## src/rtl/vm_input_conditioner.sv

```systemverilog
// Vending-machine front end: 2-flop sync, per-input debounce, and release-lockout FSM emitting one-hot events.
// Optional VM_INPUT_DBG_EN adds an 8-bit wrapping count of emitted events on port evt_count.
module vm_input_conditioner #(
  parameter int unsigned DB_COUNT = 500000,
  parameter int          CNT_W    = 20
) (
  input  logic       clk,
  input  logic       clr,
  input  logic [2:0] btn_raw,
  input  logic [3:0] sw_raw,
  output logic [2:0] coin_pulse,
  output logic [6:0] sel_pulse,
  output logic       busy
`ifdef VM_INPUT_DBG_EN
  ,
  output logic [7:0] evt_count
`endif
);

  localparam logic [CNT_W-1:0] DB_LAST = CNT_W'(DB_COUNT - 1);

  typedef enum logic [1:0] {IDLE, EMIT, RELEASE} state_t;

  logic [6:0] raw;
  logic [6:0] s1_reg;
  logic [6:0] s2_reg;
  logic [6:0] stable;
  logic [6:0] req;
  logic [6:0] pick;
  state_t     state_reg;

  assign raw = {sw_raw, btn_raw};

  always_ff @(posedge clk or posedge clr) begin
    if (clr) begin
      s1_reg <= '0;
      s2_reg <= '0;
    end else begin
      s1_reg <= raw;
      s2_reg <= s1_reg;
    end
  end

  genvar gi;
  generate
    for (gi = 0; gi < 7; gi++) begin : g_db
      logic             stable_reg;
      logic [CNT_W-1:0] cnt_reg;

      // The counter only runs while s2 disagrees with the debounced value, so any glitch restarts it.
      always_ff @(posedge clk or posedge clr) begin
        if (clr) begin
          stable_reg <= 1'b0;
          cnt_reg    <= '0;
        end else if (s2_reg[gi] != stable_reg) begin
          if (cnt_reg == DB_LAST) begin
            stable_reg <= s2_reg[gi];
            cnt_reg    <= '0;
          end else begin
            cnt_reg <= cnt_reg + 1'b1;
          end
        end else begin
          cnt_reg <= '0;
        end
      end

      assign stable[gi] = stable_reg;
    end
  endgenerate

  assign req  = stable;
  // Isolate the lowest set bit: nickel has top priority, drink4 the lowest.
  assign pick = req & (~req + 7'd1);

  always_ff @(posedge clk or posedge clr) begin
    if (clr) begin
      state_reg  <= IDLE;
      coin_pulse <= '0;
      sel_pulse  <= '0;
      busy       <= 1'b0;
`ifdef VM_INPUT_DBG_EN
      evt_count  <= '0;
`endif
    end else begin
      coin_pulse <= '0;
      sel_pulse  <= '0;
      case (state_reg)
        IDLE: begin
          if (req != '0) begin
            coin_pulse <= pick[2:0];
            sel_pulse  <= {pick[6:3], 3'b000};
            state_reg  <= EMIT;
            busy       <= 1'b1;
`ifdef VM_INPUT_DBG_EN
            evt_count  <= evt_count + 8'd1;
`endif
          end else begin
            busy <= 1'b0;
          end
        end
        EMIT: begin
          state_reg <= RELEASE;
          busy      <= 1'b1;
        end
        RELEASE: begin
          if (req == '0) begin
            state_reg <= IDLE;
            busy      <= 1'b0;
          end else begin
            busy <= 1'b1;
          end
        end
        default: begin
          state_reg <= IDLE;
          busy      <= 1'b0;
        end
      endcase
    end
  end

endmodule

```

## config.mk

```make
export PLATFORM = sky130hd
export DESIGN_NAME = vm_input_conditioner
export DESIGN_NICKNAME = d
export VERILOG_FILES = /design/src/rtl/vm_input_conditioner.sv
export SDC_FILE = /design/constraint.sdc
export NUM_CORES = 1
export LEC_CHECK = 0
export CAP_MARGIN = 20
export CORE_MARGIN = 3
export CORE_UTILIZATION = 50
export CTS_CLUSTER_DIAMETER = 150
export DETAILED_ROUTE_END_ITERATION = 8
export GPL_TIMING_DRIVEN = 1
export PLACE_DENSITY = 0.71
export RECOVER_POWER = 50
export SYNTH_ARGS = -nofsm -noshare
export SYNTH_HDL_FRONTEND = slang
export SYNTH_SLANG_ARGS = --single-unit
```

## constraint.sdc

```tcl
create_clock -name clk -period 5.5 [get_ports clk]
set_input_delay 0.825 -clock clk [delete_from_list [all_inputs] [get_ports clk]]
set_output_delay 0.825 -clock clk [all_outputs]
set_load 0.01 [all_outputs]
```

Word level (Yosys, flattened, before mapping):

Cells that the tools add are included.

* multiply operators: 0
* bitwise operators: 2
* shift-type cells: 0
* $lt $le $gt $ge: 0
* div/mod/pow operators: 0
* equality and inequality tests: 18
* multiplexer cells: 24
* add/sub/neg operators: 8
* reductions and logical operators: 11

Operator list (count)
* 2-to-1 mux 20 bit: 14
* adder 20 x 1 -> 20 bit, second input constant: 7
* == test 20 x 19 -> 1 bit, second input constant: 7
* AND reduction 2 bit: 8
* 2-to-1 mux 7 bit: 2
* adder 7 x 1 -> 7 bit, second input constant: 1
* AND 7 bit: 1
* logical NOT 7 bit: 1
* inequality test 1 bit: 7
* inverter 7 bit: 1
* nonzero test 7 bit: 1
* 2-to-1 mux 3 bit: 2
* one-hot mux 2 bit (3 select lines): 1
* 2-to-1 mux 2 bit: 2
* inequality test 2 bit, second input constant: 2
* one-hot mux 1 bit (3 select lines): 1
* == test 2 x 1 -> 1 bit, second input constant: 1
* == test 2 bit, second input constant: 1
* logical NOT 2 bit: 1
* 2-to-1 mux 1 bit: 2

* RAM bits: 0
* ROM bits: 0
* input bits: 9
* latch bits: 0
* logic and storage cells: 83
* memories: 0
* output and inout bits: 11
* register bits after elaboration: 174

Depth between registers and ports, before layout:

* depth in word-level cells: 5
* mapped depth: 7

Least setup slack after synthesis:

No wires, ideal clock.

* path kind: register to register
* from: reg g_db[0].cnt_reg[9]
* to: reg g_db[0].stable_reg
* arrival: 1.865 ns
* buffers on the path: 0
* period minus slack after synthesis: 1.990 ns
* cell stages (with the launch flop): 5
* data required time: 5.375 ns
* slack: 3.510 ns
* path through: dfrtp_1 -> or4b_1 -> or4_4 -> nor2_1 -> mux2_2

* word-level cells in the longest chain between the ends: 2

RTL lines
* start, declared: line 48 `logic [CNT_W-1:0] cnt_reg;`
* start signal, assigned: line 60 `cnt_reg <= cnt_reg + 1'b1;`
* == test 20 x 19 -> 1 bit: line 56 `if (cnt_reg == DB_LAST) begin`
* AND reduction 2 bit (no line)
* end signal, assigned: line 57 `stable_reg <= s2_reg[gi];`
* end, declared: line 47 `logic stable_reg;`

Every way passes these cells.
A chain may end at the register's enable or synchronous reset.

==> summary.md <==
| Metric | Value |
|---|---|
| Sequential area share after synthesis | `0.5253` |
| Sequential cell area | `between 0.004 and 0.005 mm^2` |
| Post-route worst hold slack | `about 350 ps` |
| Final critical delay including setup and external delays | `2891 ps` |
| Highest ir drop seen on vdd | `220.0 uV` |
| Number of CTS-inserted buffers | `17` |
| Post-Route Setup TNS | `0 ps` |
| Area of the die | `approximately 0.018 mm^2` |
| Max Transition Viols Final | `about 110` |
| Max-Cap Viols | `1` |
| Number of cells in the design after placement | `1024` |
| Average cell area after synthesis | `approximately 10 um^2` |
| ANT cells | `0` |
| Final clock period utilization by the worst path | `0.5257` |
| I/O Pins | `20` |
| CP endpoint kind | `async pin` |
| Part of the power in combinational logic | `0.028` |
| Remaining routing DRC violations | `0` |
| Area growth, synth to finish | `12.41%` |
| Global-route usage over all layers | `0.1850` |
| Clock tree buffer depth | `2` |
| Overflow left after global routing | `0` |
| Outcome | `finished, violations left` |
| Core region area | `about 0.016 mm^2` |
| Starting utilization of the core area | `0.5110` |
| Area of the multi-input gates | `0.003616 mm^2` |
| Internal power | `around 2.1 mW` |
| Number of setup violations in the final report | `0` |
| Insertion delay to the later sink of the worst-skew pair | `around 430 ps` |
| Core Rows | `46` |
| Worst Setup Start Kind | `input pin` |
| Total vias in the final route | `about 6000` |
| CTS clk-pin slew, worst paths | `approximately 70 ps` |
| Mapped Area | `between 0.008 and 0.009 mm^2` |
| Pin count of the biggest net entering global routing | `between 100 and 150` |
| Net count of the finished layout | `between 800 and 900` |
| Number of sinks on the clock net | `approximately 170` |
| Wire length per cell | `between 10 and 15 um` |
| Switching power | `around 0.57 mW` |
| Max FFs per register | `140` |
| Fmax achieved | `345.9 MHz` |
| Setup repair after global routing missed its margin | `no` |
| Number of setup buffers added after CTS | `0` |
| Switching part of the total | `0.2091` |
| Share of final-layout standard cells stronger than drive strength 1 | `0.07857` |
| Die Span Y | `approximately 130 um` |
| Sequential power share | `0.476` |
| Number of endpoints with negative hold slack in the final report | `0` |
| HPWL after DPL | `a little over 10 mm` |
| CTS H-Tree Depth | `4` |
| Horizontal extent of the die | `about 130 um` |
| Buffer cell driving the clock tree root | `clkbuf_16` |
| Relative contribution of the clock network to total power | `0.496` |
| Count of instances resized after the clock tree is built | `0` |
| Lkg Pwr | `3.611 nW` |
| Number of buffers inserted for hold repair after clock tree synthesis | `0` |
| Final Instance Count excl. Fillers | `~1100` |
| Path type of the worst min-delay path | `reg -> reg` |
| Number of library cell types mapped by synthesis | `45` |
| Worst Skew | `just under 10 ps` |
| Yosys warnings | `0` |
| Total Routed Length | `~15 mm` |
| Maximum fanout count along the critical path | `110` |
| Number of optimization iterations in the first detailed-route pass | `5` |
| Via count of the first global-routing pass | `5761` |
| Crit Path Class | `in -> async` |
| Count of routing violations after the opening detailed-route iteration | `between 400 and 500` |
| CP required | `roughly 6000 ps` |
| CTS tree | `built` |
| Gpl congestion | `0.7955` |
| Antenna violations before repair | `0` |
| Data arrival time at the worst-slack endpoint | `between 3000 and 4000 ps` |
| Number of nets with antenna violations after routing | `0` |
| First-pass GRT wire length | `approximately 27 mm` |
| Power density over cell area | `roughly 300 mW/mm^2` |
| Violations in the final reports | `capacitance limit, slew limit` |
| Avg Vias per Cell | `~5.6` |
| Instance count of the mapped netlist | `806` |
| Tightest Pin Transition | `2268 ps` |
| Worst slew margin | `-0.5120` |
| Register bit count reported by yosys | `roughly 170` |
| Number of fillers in the final layout | `approximately 1400` |
| Count of buffers from port buffering | `16` |
-- critical path, cell delays in order --
cell and delay [ps]:
dlygate4sd3_1 570, clkinvlp_4 1420, buf_4 600
-- layout make-up --
class                   count  share of cell area
multi-input cells         582              0.3949
clock buffers              17             0.04645
inverters                  35             0.01476
repair buffers             20             0.02036
flip-flops and latches    171              0.4673
clock inverters            15             0.02678
well taps                 216             0.02951
-- through the flow --
stage               worst slack (ps)  cell area (um^2)  power, mW    util
floorplan                      43.21              8154      1.373       -
global placement                2975              8507      1.394  0.5336
detailed placement              2965              8507      1.396  0.5336
CTS                             3299              9178      2.751  0.5757
global route                    2168              9158      2.814  0.5744
finish                          2609              9158      2.717  0.5744
-- layout by cell type, fill, tap and decap left out, types with 21 or more instances in the layout --
cell and n:
dfrtp_1 171, nor2_1 126, xnor2_1 69, nand4_1 47
nand3_1 46, nand2_1 38, inv_1 34, a21oi_1 32
xor2_1 31, nor3_1 26, nor4_1 25, or4_1 21
-- layer usage --
metal  global-route usage  part of all wire  vias up
met2               0.2954              0.47       79
met5                    0                 0        -
met1               0.2555              0.48     2881
li1                     -                 -     2900
met4              0.06571             0.016        0
met3              0.03474             0.031       21
-- synthesized netlist by cell type (all sizes together) --
cell,count,area (um^2)
or2,3,18.77
nor4,25,156.4
and4,9,80.08
nor4b,6,52.55
ha,7,87.58
nor2,126,473.0
or3,14,90.08
a21o,1,7.510
nand4bb,3,33.78
inv,35,131.4
mux2,7,78.83
and3,8,50.05
and2,3,18.77
a31o,7,61.31
nand3,48,250.2
nor3,26,130.1
and3b,1,8.760
or4,23,180.2
buf,16,97.59
o21bai,1,18.77
o31ai,16,120.1
nand2,38,142.6
o41ai,4,50.05
nor4bb,1,10.01
conb,1,3.750
nand2b,2,12.51
and4b,1,10.01
xnor2,69,604.3
nand4,47,294.0
or4b,6,60.06
xor2,31,271.5
o21ai,10,50.05
a21oi,33,168.9
or3b,1,8.760
mux2i,2,20.02
dfrtp,171,4279
clkbuf,4,15.01
-- cells by family (layout without fill, tap and decap cells) --
group | count (synthesis) | in the layout | share of synthesized area
xor gates and xnor gates | 100 | 100 | 0.1075
other | 1 | 3 | 0.0004603
buffers and inverters | 55 | 87 | 0.02995
and+or+nand+nor | 391 | 391 | 0.2554
adders and majority gates | 7 | 7 | 0.01075
DFF | 171 | 171 | 0.5253
muxes | 9 | 9 | 0.01213
AOI/OAI and AO/OA | 72 | 72 | 0.05852
-- final timing paths --
path	from	to	slack, ps	cells after the start
max in group clk	g_db[5].cnt_reg[14]	g_db[5].cnt_reg[18]	2950	5
min in group asynchronous	clr	g_db[1].cnt_reg[0]	1570	2
max	clr	g_db[5].cnt_reg[12]	2610	3
min reg2reg	s1_reg[3]	s2_reg[3]	350	0
min	s1_reg[3]	s2_reg[3]	350	0
max reg2reg	g_db[5].cnt_reg[14]	g_db[5].cnt_reg[18]	2950	5
-- power groups by stage --
stage / clock network (mW) / logic, mW / registers (mW)
2_1_floorplan: 0 / 0.0619 / 1.31
3_3_place_gp: 0 / 0.0795 / 1.31
3_5_place_dp: 0 / 0.0807 / 1.32
4_1_cts: 1.38 / 0.0821 / 1.29
5_1_grt: 1.43 / 0.0913 / 1.30
6_report: 1.35 / 0.0766 / 1.29
(Power assumes the default switching activity.)
